--- config.mk ---
export PLATFORM = sky130hd
export DESIGN_NAME = mem_access_ctrl_flat
export DESIGN_NICKNAME = d
export VERILOG_FILES = /design/src/rtl/mem_access_ctrl_if.sv /design/src/rtl/mem_access_ctrl.sv /design/src/flat_wrapper.sv
export SDC_FILE = /design/constraint.sdc
export NUM_CORES = 1
export LEC_CHECK = 0
export BUFFER_PORTS_ARGS = -buffer_cell sky130_fd_sc_hd__buf_2
export CAP_MARGIN = 20
export CORE_ASPECT_RATIO = 0.9
export CORE_UTILIZATION = 48
export CTS_CLUSTER_DIAMETER = 60
export DETAILED_ROUTE_END_ITERATION = 12
export GPL_ROUTABILITY_DRIVEN = 0
export PLACE_DENSITY = 0.78
export RECOVER_POWER = 50
export SLEW_MARGIN = 20
export SYNTH_ARGS = -nofsm -noshare
export SYNTH_HDL_FRONTEND = slang
export SYNTH_SLANG_ARGS = --single-unit
--- constraint.sdc ---
create_clock -name clk -period 1.9 [get_ports clk]
set_input_delay 0.38 -clock clk [delete_from_list [all_inputs] [get_ports clk]]
set_output_delay 0.38 -clock clk [all_outputs]
set_load 0.005 [all_outputs]
--- src/rtl/mem_access_ctrl_if.sv ---
// -----------------------------------------------------------------------------
// mem_access_ctrl_if
//
// Bundles the request side and the memory side of mem_access_ctrl into one
// interface so the controller and its environment share a single port.
//
// Request side (from requester):
//   start      request strobe, sampled only while the controller is idle
//   rwIn       1 = read, 0 = write
//   addrIn     request address
//   dataIn     write data
// Memory side:
//   MFC        memory function complete (from MEM)
//   memDataIn  read data (from MEM)
//   address    address to MEM (registered)
//   memDataOut write data to MEM (registered)
//   R_W        1 = read, 0 = write (registered)
//   EN         MEM enable (registered)
// Status / result:
//   dataOut    captured read data
//   busy       high from request acceptance until back in IDLE
//   done       one-cycle completion pulse
//   err        timeout flag, held until the next accepted request
//
// Modports:
//   slave   - the controller itself
//   master  - the environment (requester plus memory)
// -----------------------------------------------------------------------------
interface mem_access_ctrl_if;

    logic        start;
    logic        rwIn;
    logic [15:0] addrIn;
    logic [15:0] dataIn;
    logic        MFC;
    logic [15:0] memDataIn;
    logic [15:0] address;
    logic [15:0] memDataOut;
    logic        R_W;
    logic        EN;
    logic [15:0] dataOut;
    logic        busy;
    logic        done;
    logic        err;

    modport slave (
        input  start, rwIn, addrIn, dataIn, MFC, memDataIn,
        output address, memDataOut, R_W, EN, dataOut, busy, done, err
    );

    modport master (
        output start, rwIn, addrIn, dataIn, MFC, memDataIn,
        input  address, memDataOut, R_W, EN, dataOut, busy, done, err
    );

endinterface

--- src/rtl/mem_access_ctrl.sv ---
// -----------------------------------------------------------------------------
// mem_access_ctrl
//
// Single-request memory access controller using a four-phase handshake with
// the memory: EN rises, MFC rises, EN falls, MFC falls. A request is accepted
// in IDLE, the address/data/direction are registered, EN is held low for one
// setup cycle, then raised until MFC answers. Each wait for an MFC edge is
// bounded by TIMEOUT cycles; an expired wait sets err and the sequence
// continues to completion so the requester always sees a done pulse.
//
// Parameters:
//   TIMEOUT  cycles to wait for each MFC edge before giving up (1..255)
//
// Ports:
//   clk      system clock, rising edge
//   reset    asynchronous active-low reset; aborts any transaction
//   bus      mem_access_ctrl_if.slave, request and memory signals
// -----------------------------------------------------------------------------
module mem_access_ctrl #(
    parameter int unsigned TIMEOUT = 255
) (
    input  logic               clk,
    input  logic               reset,
    mem_access_ctrl_if.slave   bus
);

    localparam logic [2:0] S_IDLE    = 3'd0;
    localparam logic [2:0] S_SETUP   = 3'd1;
    localparam logic [2:0] S_ACCESS  = 3'd2;
    localparam logic [2:0] S_RELEASE = 3'd3;
    localparam logic [2:0] S_DONE    = 3'd4;

    // The counter is cleared on entry and compared before incrementing, so
    // the last allowed cycle is the one where it reads TIMEOUT-1. This gives
    // exactly TIMEOUT cycles in ACCESS (or RELEASE) before the abort.
    localparam logic [7:0] TO_LAST = 8'(TIMEOUT - 1);

    logic [2:0] state;
    logic [7:0] to_cnt;

    // NOTE: every register here is updated with non-blocking assignments so
    // all of them see the pre-edge values of each other, which is what keeps
    // the state and the registered outputs in step.
    always_ff @(posedge clk or negedge reset) begin
        if (!reset) begin
            state          <= S_IDLE;
            to_cnt         <= 8'd0;
            bus.address    <= 16'h0000;
            bus.memDataOut <= 16'h0000;
            bus.R_W        <= 1'b0;
            bus.EN         <= 1'b0;
            bus.dataOut    <= 16'h0000;
            bus.busy       <= 1'b0;
            bus.done       <= 1'b0;
            bus.err        <= 1'b0;
        end else begin
            case (state)
                S_IDLE: begin
                    bus.done <= 1'b0;
                    // MFC is deliberately ignored here; only start matters.
                    if (bus.start) begin
                        bus.address    <= bus.addrIn;
                        bus.memDataOut <= bus.dataIn;
                        bus.R_W        <= bus.rwIn;
                        bus.err        <= 1'b0;
                        bus.busy       <= 1'b1;
                        state          <= S_SETUP;
                    end
                end

                S_SETUP: begin
                    // One cycle with EN low so address/data/R_W are stable
                    // at the memory before the enable edge.
                    bus.EN <= 1'b1;
                    to_cnt <= 8'd0;
                    state  <= S_ACCESS;
                end

                S_ACCESS: begin
                    // MFC is tested first so an answer on the final allowed
                    // cycle completes normally instead of flagging err.
                    if (bus.MFC) begin
                        if (bus.R_W) begin
                            bus.dataOut <= bus.memDataIn;
                        end
                        bus.EN <= 1'b0;
                        to_cnt <= 8'd0;
                        state  <= S_RELEASE;
                    end else if (to_cnt == TO_LAST) begin
                        bus.err <= 1'b1;
                        bus.EN  <= 1'b0;
                        to_cnt  <= 8'd0;
                        state   <= S_RELEASE;
                    end else begin
                        to_cnt <= to_cnt + 8'd1;
                    end
                end

                S_RELEASE: begin
                    if (!bus.MFC) begin
                        bus.done <= 1'b1;
                        state    <= S_DONE;
                    end else if (to_cnt == TO_LAST) begin
                        bus.err  <= 1'b1;
                        bus.done <= 1'b1;
                        state    <= S_DONE;
                    end else begin
                        to_cnt <= to_cnt + 8'd1;
                    end
                end

                S_DONE: begin
                    bus.done <= 1'b0;
                    bus.busy <= 1'b0;
                    to_cnt   <= 8'd0;
                    state    <= S_IDLE;
                end

                default: begin
                    // Unreachable encodings recover to a quiet IDLE.
                    bus.EN   <= 1'b0;
                    bus.busy <= 1'b0;
                    bus.done <= 1'b0;
                    to_cnt   <= 8'd0;
                    state    <= S_IDLE;
                end
            endcase
        end
    end

endmodule

--- src/flat_wrapper.sv ---
// flat-port wrapper written by rule: the top's interface ports become plain ports
module mem_access_ctrl_flat 
#(
    parameter int unsigned TIMEOUT = 255
)
  (clk, reset, bus_start, bus_rwIn, bus_addrIn, bus_dataIn, bus_MFC, bus_memDataIn, bus_address, bus_memDataOut, bus_R_W, bus_EN, bus_dataOut, bus_busy, bus_done, bus_err);
  mem_access_ctrl_if bus_i ();
  input  logic clk;
  input  logic reset;
  input wire logic [$bits(bus_i.start)-1:0] bus_start;
  input wire logic [$bits(bus_i.rwIn)-1:0] bus_rwIn;
  input wire logic [$bits(bus_i.addrIn)-1:0] bus_addrIn;
  input wire logic [$bits(bus_i.dataIn)-1:0] bus_dataIn;
  input wire logic [$bits(bus_i.MFC)-1:0] bus_MFC;
  input wire logic [$bits(bus_i.memDataIn)-1:0] bus_memDataIn;
  output wire logic [$bits(bus_i.address)-1:0] bus_address;
  output wire logic [$bits(bus_i.memDataOut)-1:0] bus_memDataOut;
  output wire logic [$bits(bus_i.R_W)-1:0] bus_R_W;
  output wire logic [$bits(bus_i.EN)-1:0] bus_EN;
  output wire logic [$bits(bus_i.dataOut)-1:0] bus_dataOut;
  output wire logic [$bits(bus_i.busy)-1:0] bus_busy;
  output wire logic [$bits(bus_i.done)-1:0] bus_done;
  output wire logic [$bits(bus_i.err)-1:0] bus_err;
  assign bus_i.start = bus_start;
  assign bus_i.rwIn = bus_rwIn;
  assign bus_i.addrIn = bus_addrIn;
  assign bus_i.dataIn = bus_dataIn;
  assign bus_i.MFC = bus_MFC;
  assign bus_i.memDataIn = bus_memDataIn;
  assign bus_address = bus_i.address;
  assign bus_memDataOut = bus_i.memDataOut;
  assign bus_R_W = bus_i.R_W;
  assign bus_EN = bus_i.EN;
  assign bus_dataOut = bus_i.dataOut;
  assign bus_busy = bus_i.busy;
  assign bus_done = bus_i.done;
  assign bus_err = bus_i.err;
  mem_access_ctrl #(.TIMEOUT(TIMEOUT)) u_core (.clk(clk), .reset(reset), .bus(bus_i));
endmodule
==> flow_summary.json, run 1 <==
{
  "outcome": "completed",
  "drt_iter0_markers": 96,
  "die_h_um": 73.3,
  "dr.pass1.iters": 4,
  "slew_violations": 0,
  "required_ps": 2170,
  "antenna_found_initial": 0,
  "drive_above_1_share_pct": 53.0,
  "wl_per_cell_um": 13.8,
  "synth_area_per_cell_um2": 14.4,
  "fin_util_pct": 64.6,
  "crit_arrival_ps": 1990,
  "crit_fanout": 8,
  "pin_count": 106,
  "finClkSkew_ps": 6.02,
  "dieArea_mm2": 0.00595,
  "critPathKind": "reg2reg",
  "vias_per_cell": 5.13,
  "syn_area_mm2": 0.00271,
  "ys_warn_count": 0,
  "overflow": 0,
  "fillerInstances": 415,
  "tritoncts": "built",
  "grt_pass1_vias": 1881,
  "clk_latency_ps": 340,
  "clkSlewWorstSetupHoldPaths_ps": 70,
  "die_x_um": 81.2,
  "relSlewSlack_pct": 33.5,
  "ant_nets": 0,
  "h-tree-depth": 3,
  "cts_sinks": 64,
  "fin_crit_ps": 1720,
  "worstHoldPathType": "in2reg",
  "synthCells": 188,
  "maxCapViolCount": 0,
  "num_rows": 25,
  "power-per-cell-area_mw_per_mm2": 1520,
  "core-area_mm2": 0.00535,
  "rr_worst_depth": 6,
  "start_kind": "flop",
  "tightest_slew_ps": 998,
  "ctsRootBufferMaster": "clkbuf_8",
  "synth-seq-cells": 64,
  "synth_cell_types": 36,
  "numCtsBuffers": 9,
  "io_buffers": 105,
  "syn_nets": 243,
  "area_growth_syn_to_layout_pct": 27.6,
  "grt_max_degree": 48,
  "vias": 1905,
  "routed_wl_mm": 5.12,
  "start_util_pct": 50.6,
  "diodes": 0,
  "hold-path-cell-count": 2,
  "cts_setup_buffers": 0,
  "place_hpwl_mm": 3.59,
  "layout_commonest_cell": "buf_2",
  "critPathCaptureType": "flop",
  "yosysSeqAreaShare_pct": 59.1,
  "power_leakage_nw": 1.69,
  "fmax_ghz": 0.582,
  "hold_viol_final": 0,
  "final_cell_mix": "buf_2 (91), dfrtp_1 (64), mux2_2 (46)",
  "final-setup-viol-count": 0,
  "post-route-period-util_pct": 90.5,
  "rsz0062_at_grt": "false",
  "cts.path.max_buffers": 2,
  "track_usage_pct": 19.4,
  "finish.net_count": 355,
  "grt_pass1_wl_mm": 8.40,
  "ir_drop_uv": 1010,
  "fin_setup_tns_ps": 0,
  "drcViolationCount": 0
}
[flip-flops by register name, indices dropped and copies added (netlist names)]
| signal | flops |
|---|---|
| u_core.bus.done | 1 |
| u_core.bus.address | 16 |
| u_core.bus.busy | 1 |
| u_core.bus.memDataOut | 16 |
| u_core.bus.dataOut | 16 |
| u_core.bus.R_W | 1 |
| u_core.bus.EN | 1 |
| u_core.bus.err | 1 |
| u_core.to_cnt | 8 |
| u_core.state | 3 |
[final timing paths]
kind                                                  to             start  slack, ps
worst max register to register          u_core.to_cnt[2]  u_core.to_cnt[0]        180
max in group asynchronous          u_core.bus.address[1]             reset        410
worst max-delay path                    u_core.to_cnt[2]  u_core.to_cnt[0]        180
min in group asynchronous          u_core.bus.dataOut[2]             reset        730
worst min register to register           u_core.bus.busy   u_core.bus.busy        480
worst min-delay path            u_core.bus.memDataOut[0]     bus_dataIn[0]        260
[critical path, stage by stage, from the launching register on]
cell,delay [ps]
dfrtp_1,420
inv_1,70
ha_1,160
nand3_1,120
or2_4,280
o31ai_4,390
a221o_1,220
[metrics by stage]
stage          hold slack [ps]  total power, W  cell area, um^2  std cells  worst slack (ps)
3_5_place_dp               343         0.00433             3290        355               184
2_1_floorplan             84.4         0.00354             2710        188               208
6_report                   257         0.00526             3460        371               181
3_3_place_gp               340         0.00425             3290        355               215
5_1_grt                    247         0.00567             3460        371              60.7
4_1_cts                    248         0.00537             3470        371               168
[Yosys cell counts (all sizes together)]
cell | n | area, um^2
dfrtp | 64 | 1600
mux2 | 49 | 552
buf | 8 | 73.8
o21ai | 7 | 35.0
a21oi | 6 | 30.0
a21o | 5 | 37.5
inv | 4 | 15.0
nand2 | 4 | 15.0
nor3 | 4 | 20.0
and3 | 3 | 18.8
nand3 | 3 | 15.0
nor2b | 3 | 26.3
nor3b | 3 | 22.5
or3 | 3 | 18.8
a211o | 2 | 17.5
a31oi | 2 | 12.5
ha | 2 | 25.0
nand4b | 2 | 23.8
nor2 | 2 | 7.51
a221o | 1 | 10.0
mux2i | 1 | 10.0
nand2b | 1 | 6.26
nand4 | 1 | 12.5
nor4b | 1 | 23.8
o211a | 1 | 10.0
o211ai | 1 | 12.5
o22a | 1 | 8.76
o2bb2ai | 1 | 8.76
o31ai | 1 | 21.3
or2 | 1 | 8.76
xnor2 | 1 | 8.76
[layout make-up]
class,instances,area (um^2),share of cell area [%]
clock buffer,12,155,4.49
clock inverter,3,17.5,0.507
multi-input combinational,112,1020,29.5
sequential,64,1600,46.3
timing repair buffer,109,566,16.4
tap,67,83.8,2.42
inverter,4,15.0,0.434
[power breakdown]
part           leakage (nW)  switching [W]  total [W]  internal, W
registers             0.780       0.000394    0.00238      0.00198
clock network        0.0882       0.000484    0.00102     0.000533
logic                 0.824       0.000778    0.00187      0.00109
[cells by family (layout without fill, tap and decap cells)]
logic type,count (synthesis),after routing,share of synthesized area [%]
mux,50,50,20.7
buf+inv,12,128,3.28
compound gates,28,28,7.53
xor+xnor,1,1,0.323
fa+ha+maj,2,2,0.924
flops,64,64,59.1
simple gates,31,31,8.08
[metal layers]
layer  up-vias  part of all wire [%]  track usage (%)
li1        900                     -                -
met2        76                    48             30.4
met3         7                   8.7             8.20
met5         -                     0                0
met4         0                   1.7             9.92
met1       922                    42             22.7
[what timing repair did]
item	4_1_cts	5_1_grt
hold buffers	1	0
endpoints found under the setup margin	0	0
endpoints found under the hold margin	17	0
resized for setup	0	0
No activity file was read; power rests on OpenSTA's default activity.
==> inputs of run 2 (changes only) <==
--- a/config.mk
+++ b/config.mk
@@ -8,7 +8,9 @@
 export BUFFER_PORTS_ARGS = -buffer_cell sky130_fd_sc_hd__buf_2
 export CAP_MARGIN = 20
 export CORE_ASPECT_RATIO = 0.9
+export CORE_MARGIN = 3
 export CORE_UTILIZATION = 48
+export CTS_BUF_LIST = sky130_fd_sc_hd__clkbuf_4 sky130_fd_sc_hd__clkbuf_8 sky130_fd_sc_hd__clkbuf_16
 export CTS_CLUSTER_DIAMETER = 60
 export DETAILED_ROUTE_END_ITERATION = 12
 export GPL_ROUTABILITY_DRIVEN = 0
==> run 2 against run 1 <==
Cell count increased by 1.1%. Non-clock buffer count grew 3. Sequential cell count unchanged. Setup slack lost 68 ps. Worst hold slack about the same. Largest cell class unchanged. Largest power group unchanged.
==> flow_summary.json, run 2 (synthesis gave the netlist of run 1 again) <==
{
  "num_rows": 25,
  "hold_start": "bus_dataIn[4]",
  "dr.pass1.iters": 4,
  "place_hpwl_mm": 4.13,
  "grt_pass1_vias": 2030,
  "overflow": 0,
  "slew_violations": 0,
  "rsz0062_at_grt": "false",
  "ctsRootBufferMaster": "clkbuf_8",
  "fin_util_pct": 65.6,
  "power-per-cell-area_mw_per_mm2": 1570,
  "finClkSkew_ps": 7.95,
  "numCtsBuffers": 9,
  "die_x_um": 85.2,
  "diodes": 0,
  "clkSlewWorstSetupHoldPaths_ps": 70,
  "wl_per_cell_um": 15.1,
  "crit_fanout": 8,
  "start_kind": "flop",
  "power_leakage_nw": 1.73,
  "regToRegStartpoint": "u_core.to_cnt[0]",
  "grt_pass1_wl_mm": 9.25,
  "outcome": "completed",
  "hold_viol_final": 0,
  "fmax_ghz": 0.560,
  "final_cell_mix": "buf_2 (93), dfrtp_1 (64), mux2_2 (46)",
  "required_ps": 2180,
  "pin_count": 106,
  "start_util_pct": 50.6,
  "final-setup-viol-count": 0,
  "ir_drop_uv": 848,
  "worstHoldPathType": "in2reg",
  "post-route-period-util_pct": 94.0,
  "die_h_um": 77.3,
  "tightest_slew_ps": 1070,
  "crit_arrival_ps": 2060,
  "track_usage_pct": 18.1,
  "startpoint": "u_core.to_cnt[0]",
  "cts_sinks": 64,
  "area_growth_syn_to_layout_pct": 29.6,
  "maxCapViolCount": 0,
  "critPathCaptureType": "flop",
  "relSlewSlack_pct": 28.3,
  "cts.path.max_buffers": 2,
  "io_buffers": 105,
  "tritoncts": "built",
  "critPathKind": "reg2reg",
  "reg.largest.list": "u_core.bus.address x16, u_core.bus.dataOut x16, u_core.bus.memDataOut x16",
  "layout_commonest_cell": "buf_2",
  "core-area_mm2": 0.00535,
  "ant_nets": 0,
  "routed_wl_mm": 5.65,
  "dieArea_mm2": 0.00658,
  "grt_max_degree": 47,
  "vias": 1918,
  "finish.net_count": 358,
  "fin_crit_ps": 1790,
  "drive_above_1_share_pct": 54.5,
  "antenna_found_initial": 0,
  "fin_setup_tns_ps": 0,
  "clk_latency_ps": 340,
  "h-tree-depth": 3,
  "drt_iter0_markers": 49,
  "vias_per_cell": 5.11,
  "drcViolationCount": 0
}
[run 2: cell type report]
| cell class | count | area (um^2) |
|---|---|---|
| well taps | 67 | 83.8 |
| multi-input cells | 112 | 1030 |
| repair buffers | 112 | 578 |
| fillers | 410 | 1840 |
| clock inverters | 6 | 67.6 |
| inverters | 4 | 15.0 |
| clock buffers | 10 | 138 |
| flip-flops and latches | 64 | 1600 |
[run 2: power breakdown]
| part | internal, W | switching, W |
|---|---|---|
| sequential | 0.00198 | 0.000376 |
| clock | 0.000645 | 0.000542 |
| combinational | 0.00112 | 0.000856 |
| total | 0.00375 | 0.00177 |
[run 2: per-stage QoR]
| step | area (um^2) | hold slack [ps] | worst slack (ps) | total power [W] | instances |
|---|---|---|---|---|---|
| after floorplan | 2710 | 84.4 | 208 | 0.00354 | 188 |
| after global placement | 3300 | 355 | 126 | 0.00428 | 358 |
| after detailed placement | 3300 | 357 | 72.1 | 0.00439 | 358 |
| after CTS | 3520 | 243 | 55.9 | 0.00561 | 375 |
| after global routing | 3510 | 240 | 36.0 | 0.00591 | 375 |
| final | 3510 | 257 | 114 | 0.00552 | 375 |
[run 2: final timing paths]
check | endpoint | slack [ps] | cells after the start
setup / recovery | u_core.to_cnt[2] | 110 | 6
hold / removal | u_core.bus.memDataOut[4] | 260 | 2
setup reg to reg | u_core.to_cnt[2] | 110 | 6
hold reg to reg | u_core.bus.busy | 480 | 1
max in group asynchronous | u_core.bus.R_W | 360 | 3
min in group asynchronous | u_core.bus.memDataOut[1] | 750 | 2
[run 2: layer usage]
metal / vias to the layer above / GRT usage (%) / part of all wire [%]
met5: - / 0 / 0
met4: 0 / 5.06 / 0.66
met3: 6 / 8.38 / 8.7
met2: 74 / 30.7 / 51
met1: 930 / 20.4 / 40
li1: 908 / - / -
[run 2: repair_timing]
action / CTS / global route
setup buffers: 0 / 0
hold endpoints to repair: 18 / 0
resized for setup: 0 / 1
endpoints found under the setup margin: 0 / 16
hold buffers: 1 / 0
[run 2: worst max-delay path: stages (launching register included)]
cell and delay (ps):
dfrtp_1 420, inv_1 70, ha_1 170, nand3_1 130
or2_4 280, o31ai_4 420, a221o_1 220
==> inputs of run 3 (changes only) <==
--- a/config.mk
+++ b/config.mk
@@ -15,7 +15,6 @@
 export DETAILED_ROUTE_END_ITERATION = 12
 export GPL_ROUTABILITY_DRIVEN = 0
 export PLACE_DENSITY = 0.78
-export RECOVER_POWER = 50
 export SLEW_MARGIN = 20
 export SYNTH_ARGS = -nofsm -noshare
 export SYNTH_HDL_FRONTEND = slang
==> run 3 against run 2 <==
Clock skew shrank 1.4 ps. Via count grew 0.52%. Critical path type unchanged. Cell count is the same. Largest power group unchanged. Die area is the same. Clock power is essentially flat. Global-route usage is the same. Fmax is essentially flat.
==> flow_summary.json, run 3 (synthesis gave the netlist of run 1 again) <==
{
  "startpoint": "u_core.to_cnt[0]",
  "start_util_pct": 50.6,
  "relSlewSlack_pct": 69.8,
  "track_usage_pct": 18.1,
  "vias_per_cell": 5.14,
  "final-setup-viol-count": 0,
  "ir_drop_uv": 849,
  "slowest_delay_ps": 420,
  "power-per-cell-area_mw_per_mm2": 1570,
  "critPathCaptureType": "flop",
  "reg.largest.list": "u_core.bus.address x16, u_core.bus.dataOut x16, u_core.bus.memDataOut x16",
  "antenna_found_initial": 0,
  "cts.path.max_buffers": 2,
  "num_rows": 25,
  "finish.net_count": 358,
  "final_cell_mix": "buf_2 (105), dfrtp_1 (64), mux2_2 (46)",
  "p_clk_share_pct": 21.4,
  "place_hpwl_mm": 4.13,
  "power.total_w": 0.00555,
  "crit_arrival_ps": 2060,
  "io_buffers": 105,
  "fin_setup_tns_ps": 0,
  "core-area_mm2": 0.00535,
  "clkSlewWorstSetupHoldPaths_ps": 70,
  "die_x_um": 85.2,
  "worst_path_max_delay_cell": "dfrtp_1",
  "die_h_um": 77.3,
  "hold_viol_final": 0,
  "r2r-end": "u_core.to_cnt[2]",
  "switching_share_pct": 31.9,
  "vias": 1928,
  "ctsRootBufferMaster": "clkbuf_8",
  "internal_power_w": 0.00378,
  "dieArea_mm2": 0.00658,
  "seqPwrFrac_pct": 42.5,
  "post-route-period-util_pct": 94.1,
  "worst-path-stages": 6,
  "critPathBufInv": 1,
  "slew_violations": 0,
  "ant_nets": 0,
  "rr_worst_depth": 6,
  "h-tree-depth": 3,
  "numCtsBuffers": 9,
  "regToRegStartpoint": "u_core.to_cnt[0]",
  "area_growth_syn_to_layout_pct": 30.2,
  "required_ps": 2170,
  "layout_commonest_cell": "buf_2",
  "finClkSkew_ps": 6.55,
  "overflow": 0,
  "grt_pass1_wl_mm": 9.25,
  "crit_fanout": 8,
  "clk_latency_ps": 340,
  "drcViolationCount": 0,
  "setup_ws_ps": 112,
  "power_leakage_nw": 1.76,
  "critPathKind": "reg2reg",
  "dr.pass1.iters": 4,
  "drt_iter0_markers": 49,
  "preCtsSetupSlack_ps": 72.1,
  "tritoncts": "built",
  "grt_max_degree": 47,
  "drive_above_1_share_pct": 58.4,
  "tightest_slew_ps": 453,
  "power_switching_w": 0.00177,
  "wl_per_cell_um": 15.1,
  "pin_count": 106,
  "whs_ps": 258,
  "routed_wl_mm": 5.67,
  "rsz0062_at_grt": "false",
  "cts_sinks": 64,
  "cts_setup_buffers": 0,
  "outcome": "completed",
  "worstHoldPathType": "in2reg",
  "cp_cell_sequence": "inv_1 > ha_1 > nand3_1 > or2_4 > o31ai_4 > a221o_1",
  "r2r_slack_ps": 110,
  "cp-endpoint": "u_core.to_cnt[2]",
  "start_kind": "flop",
  "fillerInstances": 408,
  "diodes": 0,
  "grt_pass1_vias": 2030,
  "maxCapViolCount": 0,
  "fmax_ghz": 0.559,
  "combinationalPowerShare_pct": 36.1,
  "cp_top_family": "compound AO/OA/AOI/OAI gates",
  "fin_crit_ps": 1790
}
[run 3: what timing repair did]
| item | 4_1_cts | 5_1_grt |
|---|---|---|
| hold endpoints to repair | 18 | 0 |
| gates resized for setup | 0 | 1 |
| endpoints found under the setup margin | 0 | 16 |
| hold buffers | 1 | 0 |
[run 3: per-stage QoR]
stage               util, %  cells  area [um^2]
floorplan                 -    188         2710
global placement       61.7    358         3300
detailed placement     61.7    358         3300
CTS                    65.8    375         3520
global route           65.9    375         3530
finish                 65.9    375         3530
[run 3: worst min-delay path by stage]
| stage | startpoint | end | slack [ps] | cells after the start |
|---|---|---|---|---|
| 2_1_floorplan | reset | u_core.bus.EN | 80 | 0 |
| 3_3_place_gp | reset | u_core.bus.memDataOut[1] | 350 | 1 |
| 3_5_place_dp | reset | u_core.bus.memDataOut[10] | 360 | 1 |
| 4_1_cts | bus_dataIn[0] | u_core.bus.memDataOut[0] | 240 | 2 |
| 5_1_grt | bus_dataIn[9] | u_core.bus.memDataOut[9] | 240 | 2 |
| 6_report | bus_dataIn[4] | u_core.bus.memDataOut[4] | 260 | 2 |
[run 3: per-layer routing]
layer	track usage [%]	wire [um]	vias up
li1	-	-	909
met1	20.4	2250	942
met2	30.7	2930	73
met3	8.38	462	4
met4	5.06	28	0
met5	0	0	-
[run 3: layout make-up]
| cell class | count | area (um^2) | share of cell area (%) |
|---|---|---|---|
| timing repair buffer | 112 | 593 | 16.8 |
| multi-input combinational | 112 | 1030 | 29.1 |
| clock inverter | 6 | 67.6 | 1.92 |
| inverter | 4 | 15.0 | 0.426 |
| tap | 67 | 83.8 | 2.38 |
| sequential | 64 | 1600 | 45.4 |
| clock buffer | 10 | 138 | 3.90 |
[run 3: power groups by stage]
stage / Sequential (W) / Combinational (W) / Clock (W)
floorplan: 0.00236 / 0.00119 / 0
global placement: 0.00233 / 0.00195 / 0
detailed placement: 0.00236 / 0.00203 / 0
CTS: 0.00235 / 0.00203 / 0.00122
global route: 0.00244 / 0.00220 / 0.00130
finish: 0.00236 / 0.00201 / 0.00119
